**src/rtl/snake_dir_ctrl_pkg.sv**
```systemverilog
`default_nettype none
// ============================================================================
// Module   : snake_pkg
// Purpose  : Shared definitions for the snake direction controller. Holds the
//            2-bit heading encoding, the default heading and the
//            reversal-detection helper.
// Revision : 1.0  initial release
// ============================================================================
package snake_pkg;

    typedef enum logic [1:0] {
        DIR_UP    = 2'b00,
        DIR_DOWN  = 2'b01,
        DIR_LEFT  = 2'b10,
        DIR_RIGHT = 2'b11
    } dir_t;

    localparam logic [1:0] DIR_INIT_DEFAULT = 2'b11;

    // Opposite headings share the axis bit (bit1) and differ in the sense
    // bit (bit0): UP/DOWN and LEFT/RIGHT.
    function automatic logic is_opposite(input logic [1:0] a, input logic [1:0] b);
        return (a[1] == b[1]) && (a[0] != b[0]);
    endfunction

endpackage
`default_nettype wire

```
**src/rtl/snake_dir_ctrl_if.sv**
```systemverilog
`default_nettype none
// ============================================================================
// Module   : snake_dir_ctrl_if
// Purpose  : Groups the controller's game-side signals.
//   game_en, pulse_up/down/left/right, step : requests into the controller
//   dir_o, turn_o, q_count_o, drop_o        : controller status
//   turn_cnt_o                              : only with SNAKE_DIR_STATS_EN
// Modports : master drives requests, slave (the controller) drives status.
// Revision : 1.0  initial release
// ============================================================================
interface snake_dir_ctrl_if #(
    parameter int QDEPTH = 2
) ();
    logic                      game_en;
    logic                      pulse_up;
    logic                      pulse_down;
    logic                      pulse_left;
    logic                      pulse_right;
    logic                      step;
    logic [1:0]                dir_o;
    logic                      turn_o;
    logic [$clog2(QDEPTH):0]   q_count_o;
    logic                      drop_o;
`ifdef SNAKE_DIR_STATS_EN
    logic [15:0]               turn_cnt_o;
`endif

    modport master (
        output game_en, pulse_up, pulse_down, pulse_left, pulse_right, step,
`ifdef SNAKE_DIR_STATS_EN
        input  turn_cnt_o,
`endif
        input  dir_o, turn_o, q_count_o, drop_o
    );

    modport slave (
        input  game_en, pulse_up, pulse_down, pulse_left, pulse_right, step,
`ifdef SNAKE_DIR_STATS_EN
        output turn_cnt_o,
`endif
        output dir_o, turn_o, q_count_o, drop_o
    );
endinterface
`default_nettype wire

```
**src/rtl/snake_turn_fifo.sv**
```systemverilog
`default_nettype none
// ============================================================================
// Module   : snake_turn_fifo
// Purpose  : Small FIFO of pending 2-bit turns. Exposes both the head (next
//            turn to commit) and the tail (most recently accepted turn).
// Ports    : clk, rst (async active-low), i_flush (sync clear), i_push,
//            i_pop, i_data, o_head, o_tail, o_count, o_full, o_empty
// Revision : 1.0  initial release
// ============================================================================
module snake_turn_fifo #(
    parameter int QDEPTH = 2,
    localparam int PTR_W = $clog2(QDEPTH),
    localparam int CNT_W = PTR_W + 1
) (
    input  wire logic             clk,
    input  wire logic             rst,
    input  wire logic             i_flush,
    input  wire logic             i_push,
    input  wire logic             i_pop,
    input  wire logic [1:0]       i_data,
    output logic      [1:0]       o_head,
    output logic      [1:0]       o_tail,
    output logic      [CNT_W-1:0] o_count,
    output logic                  o_full,
    output logic                  o_empty
);
    localparam logic [CNT_W-1:0] c_DEPTH = CNT_W'(QDEPTH);

    logic [1:0]       r_mem [QDEPTH];
    logic [PTR_W-1:0] r_wr_ptr;
    logic [PTR_W-1:0] r_rd_ptr;
    logic [CNT_W-1:0] r_count;
    logic [PTR_W-1:0] w_tail_ptr;

    // Depth is a power of two, so pointer arithmetic wraps naturally.
    assign w_tail_ptr = r_wr_ptr - 1'b1;
    assign o_head     = r_mem[r_rd_ptr];
    assign o_tail     = r_mem[w_tail_ptr];
    assign o_count    = r_count;
    assign o_full     = (r_count == c_DEPTH);
    assign o_empty    = (r_count == '0);

    always_ff @(posedge clk) begin
        if (i_push && !i_flush) begin
            r_mem[r_wr_ptr] <= i_data;
        end
    end

    always_ff @(posedge clk or negedge rst) begin
        if (!rst) begin
            r_wr_ptr <= '0;
            r_rd_ptr <= '0;
            r_count  <= '0;
        end else if (i_flush) begin
            r_wr_ptr <= '0;
            r_rd_ptr <= '0;
            r_count  <= '0;
        end else begin
            if (i_push) r_wr_ptr <= r_wr_ptr + 1'b1;
            if (i_pop)  r_rd_ptr <= r_rd_ptr + 1'b1;
            case ({i_push, i_pop})
                2'b10:   r_count <= r_count + 1'b1;
                2'b01:   r_count <= r_count - 1'b1;
                default: r_count <= r_count;
            endcase
        end
    end
endmodule
`default_nettype wire

```
**src/rtl/snake_dir_ctrl.sv**
```systemverilog
`default_nettype none
// ============================================================================
// Module   : snake_dir_ctrl
// Purpose  : Snake heading controller. Accepts button press pulses, filters
//            redundant and reversing turns, buffers legal turns and commits
//            one turn per game step.
// Ports    : clk, rst (async active-low), bus (snake_dir_ctrl_if.slave)
// Macro    : SNAKE_DIR_STATS_EN adds a saturating 16-bit turn counter
//            (bus.turn_cnt_o).
// Revision : 1.0  initial release
// ============================================================================
module snake_dir_ctrl
    import snake_pkg::*;
#(
    parameter int         QDEPTH   = 2,
    parameter logic [1:0] DIR_INIT = DIR_INIT_DEFAULT
) (
    input  wire logic       clk,
    input  wire logic       rst,
    snake_dir_ctrl_if.slave bus
);
    localparam int CNT_W = $clog2(QDEPTH) + 1;

    logic             w_req_valid;
    logic [1:0]       w_req_dir;
    logic [1:0]       w_ref_dir;
    logic             w_legal;
    logic             w_pop;
    logic             w_push;
    logic             w_drop;
    logic [1:0]       w_head;
    logic [1:0]       w_tail;
    logic [CNT_W-1:0] w_count;
    logic             w_full;
    logic             w_empty;

    logic [1:0]       r_dir;
    logic             r_turn;
    logic             r_drop;

    // Fixed priority: up > down > left > right.
    always_comb begin
        w_req_valid = 1'b1;
        w_req_dir   = DIR_UP;
        if (bus.pulse_up)          w_req_dir = DIR_UP;
        else if (bus.pulse_down)   w_req_dir = DIR_DOWN;
        else if (bus.pulse_left)   w_req_dir = DIR_LEFT;
        else if (bus.pulse_right)  w_req_dir = DIR_RIGHT;
        else                       w_req_valid = 1'b0;
    end

    // Legality is judged against the last queued turn so chained presses
    // between steps cannot build a reversal.
    assign w_ref_dir = w_empty ? r_dir : w_tail;
    assign w_legal   = w_req_valid && (w_req_dir != w_ref_dir)
                       && !is_opposite(w_req_dir, w_ref_dir);
    assign w_pop     = bus.game_en && bus.step && !w_empty;
    // A full FIFO still accepts when the same cycle's step frees a slot.
    assign w_push    = bus.game_en && w_legal && (!w_full || w_pop);
    assign w_drop    = bus.game_en && w_legal && w_full && !w_pop;

    snake_turn_fifo #(
        .QDEPTH (QDEPTH)
    ) u_fifo (
        .clk     (clk),
        .rst     (rst),
        .i_flush (!bus.game_en),
        .i_push  (w_push),
        .i_pop   (w_pop),
        .i_data  (w_req_dir),
        .o_head  (w_head),
        .o_tail  (w_tail),
        .o_count (w_count),
        .o_full  (w_full),
        .o_empty (w_empty)
    );

    always_ff @(posedge clk or negedge rst) begin
        if (!rst) begin
            r_dir  <= DIR_INIT;
            r_turn <= 1'b0;
            r_drop <= 1'b0;
        end else if (!bus.game_en) begin
            r_dir  <= DIR_INIT;
            r_turn <= 1'b0;
            r_drop <= 1'b0;
        end else begin
            if (w_pop) r_dir <= w_head;
            // Every queued entry differs from its predecessor, so a pop
            // always changes the heading.
            r_turn <= w_pop;
            r_drop <= w_drop;
        end
    end

`ifdef SNAKE_DIR_STATS_EN
    logic [15:0] r_turn_cnt;

    always_ff @(posedge clk or negedge rst) begin
        if (!rst) begin
            r_turn_cnt <= '0;
        end else if (!bus.game_en) begin
            r_turn_cnt <= '0;
        end else if (r_turn && (r_turn_cnt != 16'hFFFF)) begin
            r_turn_cnt <= r_turn_cnt + 16'd1;
        end
    end

    assign bus.turn_cnt_o = r_turn_cnt;
`endif

    assign bus.dir_o     = r_dir;
    assign bus.turn_o    = r_turn;
    assign bus.q_count_o = w_count;
    assign bus.drop_o    = r_drop;
endmodule
`default_nettype wire

```
**src/flat_wrapper.sv**
```systemverilog
// flat-port wrapper written by rule: the top's interface ports become plain ports
module snake_dir_ctrl_flat import snake_pkg::*;
#(
    parameter int         QDEPTH   = 2,
    parameter logic [1:0] DIR_INIT = DIR_INIT_DEFAULT
)
  (clk, rst, bus_game_en, bus_pulse_up, bus_pulse_down, bus_pulse_left, bus_pulse_right, bus_step, bus_dir_o, bus_turn_o, bus_q_count_o, bus_drop_o);
  snake_dir_ctrl_if #(.QDEPTH(QDEPTH)) bus_i ();
  input  wire logic clk;
  input  wire logic rst;
  input wire logic [$bits(bus_i.game_en)-1:0] bus_game_en;
  input wire logic [$bits(bus_i.pulse_up)-1:0] bus_pulse_up;
  input wire logic [$bits(bus_i.pulse_down)-1:0] bus_pulse_down;
  input wire logic [$bits(bus_i.pulse_left)-1:0] bus_pulse_left;
  input wire logic [$bits(bus_i.pulse_right)-1:0] bus_pulse_right;
  input wire logic [$bits(bus_i.step)-1:0] bus_step;
  output wire logic [$bits(bus_i.dir_o)-1:0] bus_dir_o;
  output wire logic [$bits(bus_i.turn_o)-1:0] bus_turn_o;
  output wire logic [$bits(bus_i.q_count_o)-1:0] bus_q_count_o;
  output wire logic [$bits(bus_i.drop_o)-1:0] bus_drop_o;
  assign bus_i.game_en = bus_game_en;
  assign bus_i.pulse_up = bus_pulse_up;
  assign bus_i.pulse_down = bus_pulse_down;
  assign bus_i.pulse_left = bus_pulse_left;
  assign bus_i.pulse_right = bus_pulse_right;
  assign bus_i.step = bus_step;
  assign bus_dir_o = bus_i.dir_o;
  assign bus_turn_o = bus_i.turn_o;
  assign bus_q_count_o = bus_i.q_count_o;
  assign bus_drop_o = bus_i.drop_o;
  snake_dir_ctrl #(.QDEPTH(QDEPTH), .DIR_INIT(DIR_INIT)) u_core (.clk(clk), .rst(rst), .bus(bus_i));
endmodule
```
**config.mk**
```make
export PLATFORM = sky130hd
export DESIGN_NAME = snake_dir_ctrl_flat
export DESIGN_NICKNAME = d
export VERILOG_FILES = /design/src/rtl/snake_dir_ctrl_pkg.sv /design/src/rtl/snake_dir_ctrl_if.sv /design/src/rtl/snake_turn_fifo.sv /design/src/rtl/snake_dir_ctrl.sv /design/src/flat_wrapper.sv
export SDC_FILE = /design/constraint.sdc
export NUM_CORES = 1
export LEC_CHECK = 0
export CAP_MARGIN = 25
export CORE_MARGIN = 2
export CORE_UTILIZATION = 42
export CTS_CLUSTER_DIAMETER = 150
export DETAILED_ROUTE_END_ITERATION = 16
export GPL_TIMING_DRIVEN = 1
export MAX_ROUTING_LAYER = met4
export PLACE_DENSITY = 0.76
export REMOVE_ABC_BUFFERS = 1
export SETUP_SLACK_MARGIN = 0.1
export SLEW_MARGIN = 20
export SYNTH_ARGS = -nofsm -noshare
export SYNTH_HDL_FRONTEND = slang
export SYNTH_HIERARCHICAL = 1
export SYNTH_SLANG_ARGS = --single-unit
```
**constraint.sdc**
```tcl
create_clock -name clk -period 2.1 [get_ports clk]
set_clock_uncertainty 0.15 [all_clocks]
set_input_delay 0.42 -clock clk [delete_from_list [all_inputs] [get_ports clk]]
set_output_delay 0.42 -clock clk [all_outputs]
set_load 0.02 [all_outputs]
```
Word level (Yosys, flattened, before mapping)
Memory sizes are Yosys's and may differ from the RTL's.
Cells that the tools add are included.
Widths: inputs -> output; s select.

storage, ports and cells
  input bits = 8
  memories = 1
  logic and storage cells = 58
  output and inout port bits = 6
  bits in writable memories = 4
  bits in registers = 8
  bits in read-only memories = 0
  bits in latches = 0

cells by class
  multiplexer cells = 21
  div/mod/pow operators = 0
  add/sub/neg operators = 5
  magnitude comparators = 0
  eq/ne operators = 9
  bitwise logic cells = 0
  multipliers = 0
  reduce and logical (&&, ||, !) cells = 16
  shifts and indexed selects = 0

memories
  memory               words  bits a word  rd ports  clocked after memory_dff  write ports  line                   RTL
  u_core.u_fifo.r_mem  2      2            2         0                         1            snake_turn_fifo.sv:29  logic [1:0] r_mem [QDEPTH];

operators by type and width
  kind                 number
  $mux 2               8
  $mux 1               12
  $logic_and 1x1->1    10
  $eq 2x2->1 const B   2
  $logic_not 1->1      4
  $ne 2x1->1 const B   2
  $pmux 2 s2           1
  $ne 3x1->1 const B   1
  $add 1x1->1 const B  2
  $add 2x1->2 const B  1
  $eq 2x1->1 const B   1
  $logic_not 2->1      1
  $ne 2x2->1           1
  $sub 2x1->2 const B  1
  $eq 1x1->1           1
  $logic_or 1x1->1     1
  $ne 1x1->1           1
  $sub 1x1->1 const B  1

Longest topological paths before layout
Gate-level depths: netlist of run 1.

  depth after elaboration = 13
  depth in mapped cells = 7
  gate-level depth less buffers = 7

Hierarchy
Netlist of run 1, hierarchy kept.

modules (own cells, without submodules)
  module           cells an instance  instances  area each (um^2)  sequential area each (um^2)
  snake_turn_fifo  28                 1          376.6             220.2
  snake_dir_ctrl   25                 1          231.5             102.6

Worst setup path before layout of run 1
OpenSTA, ideal clock, no wires.

  kind = reg-to-reg
  from = register u_core.u_fifo.r_count[0] (netlist: u_core/u_fifo/o_count[0])
  to = memory u_core.u_fifo.r_mem[0][0] (enable)
  cell stages (with the launch flop) = 6
  path slack = -238 ps
  arrival = 1856 ps
  clock period less this slack = 2338 ps
  required time = 1618 ps
  setup time = 332 ps
  buffers on the path = 0
  cells stage by stage = dfrtp_1 > nor2_1 > mux2i_1 > nor3_1 > a2111oi_2 > nor3b_1

between the ends
  word-level cells in the longest chain between the ends = 11
  elaborated cells on any way between the ends = 19
  classes of those cells = 4 x eq/ne; 3 x mux; 12 x reduce/logical

ends and longest elaborated chain
  what                                             line                      RTL
  start: declaration                               snake_turn_fifo.sv:32     logic [CNT_W-1:0] r_count;
  start signal: assignment                         snake_turn_fifo.sv:62     2'b10: r_count <= r_count + 1'b1;
  start signal: assignment                         snake_turn_fifo.sv:63     2'b01: r_count <= r_count - 1'b1;
  start signal: assignment                         snake_turn_fifo.sv:64     default: r_count <= r_count;
  $logic_not 2->1 *                                snake_turn_fifo.sv:41     assign o_empty = (r_count == '0);
  net u_core.w_empty                               snake_dir_ctrl.sv:35      logic w_empty;
  $mux 2                                           snake_dir_ctrl.sv:54      assign w_ref_dir = w_empty ? r_dir : w_tail;
  $eq 1x1->1 / $ne 1x1->1 (equally long branches)  snake_dir_ctrl_pkg.sv:23  return (a[1] == b[1]) && (a[0] != b[0]);
  $logic_and 1x1->1                                snake_dir_ctrl_pkg.sv:23
  $logic_not 1->1                                  snake_dir_ctrl.sv:56      && !is_opposite(w_req_dir, w_ref_dir);
  $logic_and 1x1->1                                snake_dir_ctrl.sv:56
  $logic_and 1x1->1                                snake_dir_ctrl.sv:59      assign w_push = bus.game_en && w_legal && (!w_full || w_pop);
  $logic_and 1x1->1 *                              snake_dir_ctrl.sv:59
  net u_core.w_push                                snake_dir_ctrl.sv:29      logic w_push;
  $logic_and 1x1->1 *                              snake_turn_fifo.sv:44     if (i_push && !i_flush) begin
  $mux 1 *                                         snake_turn_fifo.sv:44
  $mux 1 (implied by the code) *                   snake_turn_fifo.sv:45     r_mem[r_wr_ptr] <= i_data;
  end: declaration                                 snake_turn_fifo.sv:29

Mark *: on every way through the listed nets, which the timed path passes. The rest lies on a longest branch.

Worst setup path after layout of run 1
  from = register u_core.u_fifo.r_wr_ptr
  to = register u_core.u_fifo.r_count[1] (netlist: u_core/u_fifo/o_count[1])

between the ends
  word-level cells in the longest chain between the ends = 12
  elaborated cells on any way between the ends = 17
  classes of those cells = 1 x add/sub; 6 x eq/ne; 3 x mux; 6 x reduce/logical; 1 x memory

ends and longest elaborated chain
  what                                             line                      RTL
  start: declaration                               snake_turn_fifo.sv:30     logic [PTR_W-1:0] r_wr_ptr;
  start signal: assignment                         snake_turn_fifo.sv:59     if (i_push) r_wr_ptr <= r_wr_ptr + 1'b1;
  $sub 1x1->1 *                                    snake_turn_fifo.sv:36     assign w_tail_ptr = r_wr_ptr - 1'b1;
  $mem_v2 2x2 *                                    n/a
  net u_core.w_tail[1]                             snake_dir_ctrl.sv:32      logic [1:0] w_tail;
  $mux 2 *                                         snake_dir_ctrl.sv:54
  $eq 1x1->1                                       snake_dir_ctrl_pkg.sv:23
  $logic_and 1x1->1                                snake_dir_ctrl_pkg.sv:23
  $logic_not 1->1                                  snake_dir_ctrl.sv:56
  $logic_and 1x1->1 *                              snake_dir_ctrl.sv:56
  $logic_and 1x1->1 * (2 in series)                snake_dir_ctrl.sv:59
  net u_core.w_push                                snake_dir_ctrl.sv:29
  $eq 2x1->1 / $eq 2x2->1 (equally long branches)  snake_turn_fifo.sv:61     case ({i_push, i_pop})
  $pmux 2 s2                                       snake_turn_fifo.sv:61
  $mux 2                                           snake_turn_fifo.sv:54     end else if (i_flush) begin

Marked as above.
A chain may end at the register's enable or synchronous reset.

==> summary.txt, run 1 <==
Clocking
  • Clk pin slew, worst setup/hold paths: 80 ps
  • Clock Latency Late Sink: ~270 ps
  • CTS sink count: 12
  • Total CTS buffers: 3
  • CTS tree: built
  • CTS max path bufs: 2
  • H-Tree Depth: 1
  • Root Buffer: clkbuf_4

Power
  • IR drop worst, VDD: 0.000599 V
  • Leakage: 0.471 nW
  • Pwr Density: around 1100 nW/um^2
  • Final Power: about 1.0 mW

Critical path
  • Arrival time worst endpoint: between 2000 and 2500 ps
  • Critical Path Slowest Stage Cell: dfrtp_1
  • Crit start category: flop
  • CP Class: reg -> reg
  • CP endpoint kind: flop
  • WP buf/inv: 2
  • CP delay by family, top: multiplexers
  • Critical path, cell by cell: mux2_4, mux2i_4, o31a_1, a2111oi_4, buf_4, buf_6, nor3b_4, o21ai_1, nor3b_2
  • Max FO, Critical Path: 3
  • Crit path largest cell delay: 400 ps
  • Crit path required time: between 2000 and 2500 ps

Timing
  • Final setup viols: 2
  • Achievable Freq: approximately 0.46 GHz
  • RSZ-0062 raised after global routing: true
  • Tmin final: 2160 ps
  • Fin worst setup slack: -64.9 ps
  • Final hold viol count: 0
  • Final worst path period share: 103%
  • Tightest hold margin: 272 ps
  • Relative slew slack: 75.2%
  • Slew Limit Fails: 0
  • Worst Tran Pin Value: 371 ps

Yosys
  • Ys Warns: 6
  • Mapped Avg Cell Area: 11.5 um^2
  • Gate Count Post-Synth: 52
  • Post-Syn Area: 597 um^2

Die
  • Die ar.: 1740 um^2
  • Die X: 41.7 um
  • Initial Utilization: 45.3%
  • Die Span Y: 41.7 um
  • Core area: 1320 um^2
  • Rows: 13
  • IO Count: 14

Global routing
  • GRT Overall Usage: 17.7%
  • First-pass GRT wire length: 2290 um
  • Vias in the first global route: 564
  • Initial antenna violation count: 0
  • Global route overflow: 0
  • Largest net degree at the start of global routing: 9

Placement
  • Port-buffer cells: 13
  • Total placed cells including tap cells: 93
  • Placer Congestion: between 0.7 and 0.8
  • Estimated wirelength of the detail-placed design: 971 um

Run status
  • Status: finished, violations left
  • Failing checks: negative setup slack

Routing
  • DR iter-0 viols: 10
  • Vias after detailed routing: 528
  • # DRC: 0
  • Drt first pass iters: 4
  • Drt wl/cell: 13.8 um
  • Post-route ant nets: 0
  • Vias per inst: 5.28
  • Aggregate routed wire length: 1380 um

Layout
  • Diode count: 0
  • Synth-to-layout area growth: 60.2%
  • Fraction of layout cells with a size suffix above 1: 36.5%
  • NumNets Final: 94
  • Fin cells: 100

Min path
  • Class of the worst hold path: in -> async

Job
  • Max-cap viol count: 0
[per-layer routing]
layer  GRT usage (%)  share of wire [%]  routed length [um]
met5               -                  0                   0
met4            6.45                2.8                  39
met3            5.22                6.0                  83
met2            32.2                 51                 705
met1            17.7                 40                 555
[report_power, final]
part	switching (mW)	total (mW)	leakage (nW)	internal (mW)
Sequential	0.0377	0.333	0.139	0.295
Clock	0.0771	0.146	0.0154	0.0687
Combinational	0.253	0.557	0.316	0.304
Total	0.368	1.04	0.471	0.668
[placed cells by master (no fill, tap or decap), types with 3 or more instances in the layout]
cell type        instances
clkbuf_4                 3
dlygate4sd2_1            6
clkdlybuf4s50_1          6
buf_4                   15
inv_1                    6
dfrtp_1                  6
nor2_1                   7
nor3_1                   3
xnor2_1                  3
edfxtp_1                 4
[what timing repair did]
item / CTS / global route
setup endpoints to repair: 8 / 5
pin swaps: 7 / 3
gates resized for setup: 18 / 2
setup buffers: 2 / 1
hold buffers: 0 / 0
[metrics by stage]
stage / setup slack [ps] / TNS, ps / util (%) / area, um^2
6_report: -64.9 / -89.7 / 72.6 / 956
5_1_grt: -128 / -255 / 72.6 / 956
4_1_cts: -43.0 / -73.3 / 71.3 / 940
3_5_place_dp: -453 / -2180 / 64.0 / 843
3_3_place_gp: -395 / -2020 / 64.0 / 843
2_1_floorplan: -238 / -1040 / - / 597
[registers in the layout, summed over array words and instances, names as in the netlist]
register	count
u_core/u_fifo/r_mem	4
u_core/bus.dir_o	2
u_core/u_fifo/o_count	2
u_core/bus.drop_o	1
u_core/bus.turn_o	1
u_core/u_fifo/r_rd_ptr	1
u_core/u_fifo/r_wr_ptr	1
[path summary, 6_finish.rpt]
path                                                          from                                    to  slack, ps  cells past startpoint
worst min register to register     u_core/bus.dir_o[0]$_DFFE_PN1P_       u_core/bus.dir_o[0]$_DFFE_PN1P_        340                      2
worst min-delay path                                           rst    u_core/u_fifo/r_wr_ptr$_DFFE_PN0P_        270                      1
max in group asynchronous                                      rst       u_core/bus.dir_o[0]$_DFFE_PN1P_       1210                      1
worst max-delay path            u_core/u_fifo/r_wr_ptr$_DFFE_PN0P_  u_core/u_fifo/o_count[1]$_DFFE_PN0P_        -60                      9
worst max register to register  u_core/u_fifo/r_wr_ptr$_DFFE_PN0P_  u_core/u_fifo/o_count[1]$_DFFE_PN0P_        -60                      9
min in group clk                   u_core/bus.dir_o[0]$_DFFE_PN1P_       u_core/bus.dir_o[0]$_DFFE_PN1P_        340                      2
[area by class of cell]
class	count	area, um^2
fillers	99	362
repair buffers	29	249
flip-flops and latches	12	323
inverters	6	22.5
clock inverters	1	3.75
clock buffers	3	22.5
multi-input cells	34	317
well taps	15	18.8
No activity file was read; power rests on OpenSTA's default activity.
==> inputs of run 2 (changes only) <==
--- a/config.mk
+++ b/config.mk
@@ -12,7 +12,7 @@
 export DETAILED_ROUTE_END_ITERATION = 16
 export GPL_TIMING_DRIVEN = 1
 export MAX_ROUTING_LAYER = met4
-export PLACE_DENSITY = 0.76
+export PLACE_DENSITY = 0.84
 export REMOVE_ABC_BUFFERS = 1
 export SETUP_SLACK_MARGIN = 0.1
 export SLEW_MARGIN = 20
==> summary.txt, run 2 (synthesis results as in run 1) <==
Routing
  • # DRC: 0
  • Aggregate routed wire length: 1630 um
  • Vias after detailed routing: about 540
  • Post-route ant nets: 0
  • Drt wl/cell: 16.4 um
  • Vias per inst: 5.41
  • Drt first pass iters: 4
  • DR iter-0 viols: 28

Layout
  • Fin cells: between 90 and 100
  • Fraction of layout cells with a size suffix above 1: 36.9%
  • Fillers: 89
  • Most common cell after layout, fill and taps aside: buf_4
  • Synth-to-layout area growth: 59.7%
  • Final Cell Area: 953 um^2
  • Commonest non-fill, non-tap cells in the layout: 13 x buf_4, 6 x dlygate4sd2_1, 6 x inv_1, 6 x nor2_1, 6 x dfrtp_1
  • Reg with most FFs: u_core/u_fifo/r_mem
  • Post-layout util: 72.4%
  • Max reg flops: 4
  • NumNets Final: 93
  • Diode count: 0

Global routing
  • First-pass GRT wire length: 2570 um
  • Global route overflow: 0
  • Vias in the first global route: 515
  • Largest net degree at the start of global routing: 9
  • Initial antenna violation count: 0
  • GRT Overall Usage: a little over a fifth

Critical path
  • Crit path required time: 2110 ps
  • Max FO, Critical Path: 5
  • Arrival time worst endpoint: ~2200 ps
  • Crit start category: flop
  • R2R setup slack: -100 ps
  • CP endpoint kind: flop
  • CP Class: reg -> reg

Die
  • Die X: around 42 um
  • IO Count: 14
  • Initial Utilization: around 45%
  • Core area: 1320 um^2
  • Die ar.: 1740 um^2
  • Die Span Y: 41.7 um
  • Rows: 13

Clocking
  • Total CTS buffers: 3
  • Clk pin slew, worst setup/hold paths: 70 ps
  • CTS max path bufs: 2
  • Hold Buf Count CTS: 0
  • Root Buffer: clkbuf_4
  • H-Tree Depth: 1
  • CTS sink count: 12
  • Clock Latency Late Sink: 270 ps
  • CTS tree: built

Power
  • Leakage: 0.468 nW
  • Gate power share: 53.5%
  • Switching pwr: 0.372 mW
  • Reg power frac: 32.1%
  • Switching Fraction: 35.7%
  • Pwr Density: 1090 nW/um^2
  • IR drop worst, VDD: 0.000490 V
  • Final Power: 1.04 mW
  • Clock Power Share: 14.3%
  • Internal power: 0.671 mW

Timing
  • Tmin final: 2200 ps
  • Fin worst setup slack: -101 ps
  • Final setup viols: 2
  • Final worst path period share: 105%
  • Final hold viol count: 0
  • RSZ-0062 raised after global routing: true
  • Relative slew slack: around 67%
  • Tightest hold margin: 286 ps
  • Worst Tran Pin Value: roughly 490 ps
  • Slew Limit Fails: 0
  • Achievable Freq: 0.454 GHz

Placement
  • Estimated wirelength of the detail-placed design: ~1000 um
  • Port-buffer cells: 13
  • Dpl cell area: roughly 850 um^2
  • Placer Congestion: 0.808
  • Total placed cells including tap cells: 94

Run status
  • Status: finished, violations left
  • Failing checks: negative setup slack

Job
  • Max-cap viol count: 0

Min path
  • Class of the worst hold path: in -> async
## run 2: metal layers
metal	routed length (um)	vias to the layer above	global-route usage [%]
met5	0	-	-
met4	12	0	9.68
met3	73	2	3.91
met2	880	21	37.2
met1	659	264	23.5
li1	-	249	-
## run 2: timing repair
item	4_1_cts	5_1_grt
pin swaps	6	2
setup buffers	1	0
gates resized for setup	19	4
endpoints found under the setup margin	7	9
## run 2: layout make-up
type	instances	area (um^2)	share of cell area, %
inverters	6	22.5	2.36
repair buffers	28	248	26.0
multi-input cells	34	315	33.1
well taps	15	18.8	1.97
clock buffers	4	26.3	2.76
flip-flops and latches	12	323	33.9
## run 2: worst max-delay path, cell delays in order (launching register included)
cell	delay (ps)
dfrtp_1	410
mux2_4	320
mux2i_4	180
buf_6	110
o31a_1	200
a2111oi_4	70
buf_4	180
nor3b_4	240
o21ai_1	90
nor3b_2	150
## run 2: power groups by stage
stage                     registers, mW  clock network, mW  logic [mW]
after floorplan                   0.370                  0       0.190
after global placement            0.324                  0       0.432
after detailed placement          0.328                  0       0.443
after CTS                         0.334              0.151       0.529
after global routing              0.339              0.172       0.587
final                             0.335              0.149       0.559
## run 2: final timing paths
kind | start | end | cells past startpoint
min in group clk | u_core/bus.dir_o[0]$_DFFE_PN1P_ | u_core/bus.dir_o[0]$_DFFE_PN1P_ | 2
hold / removal | rst | u_core/bus.turn_o$_DFF_PN0_ | 1
max in group asynchronous | rst | u_core/bus.dir_o[1]$_DFFE_PN1P_ | 1
hold reg to reg | u_core/bus.dir_o[0]$_DFFE_PN1P_ | u_core/bus.dir_o[0]$_DFFE_PN1P_ | 2
setup / recovery | u_core/u_fifo/r_wr_ptr$_DFFE_PN0P_ | u_core/u_fifo/o_count[1]$_DFFE_PN0P_ | 9
setup reg to reg | u_core/u_fifo/r_wr_ptr$_DFFE_PN0P_ | u_core/u_fifo/o_count[1]$_DFFE_PN0P_ | 9
## run 2: metrics by stage
stage	TNS (ps)	setup slack (ps)
6_report	-126	-101
5_1_grt	-459	-171
4_1_cts	-67.7	-47.9
3_5_place_dp	-2070	-338
3_3_place_gp	-1630	-258
2_1_floorplan	-1040	-238
==> inputs of run 3 (changes only) <==
--- a/config.mk
+++ b/config.mk
@@ -9,13 +9,14 @@
 export CORE_MARGIN = 2
 export CORE_UTILIZATION = 42
 export CTS_CLUSTER_DIAMETER = 150
+export CTS_CLUSTER_SIZE = 20
 export DETAILED_ROUTE_END_ITERATION = 16
 export GPL_TIMING_DRIVEN = 1
 export MAX_ROUTING_LAYER = met4
 export PLACE_DENSITY = 0.84
 export REMOVE_ABC_BUFFERS = 1
 export SETUP_SLACK_MARGIN = 0.1
-export SLEW_MARGIN = 20
+export SLEW_MARGIN = 10
 export SYNTH_ARGS = -nofsm -noshare
 export SYNTH_HDL_FRONTEND = slang
 export SYNTH_HIERARCHICAL = 1
==> results of run 3 <==
No change in the layout: final DEF, timing and power equal those of run 2.
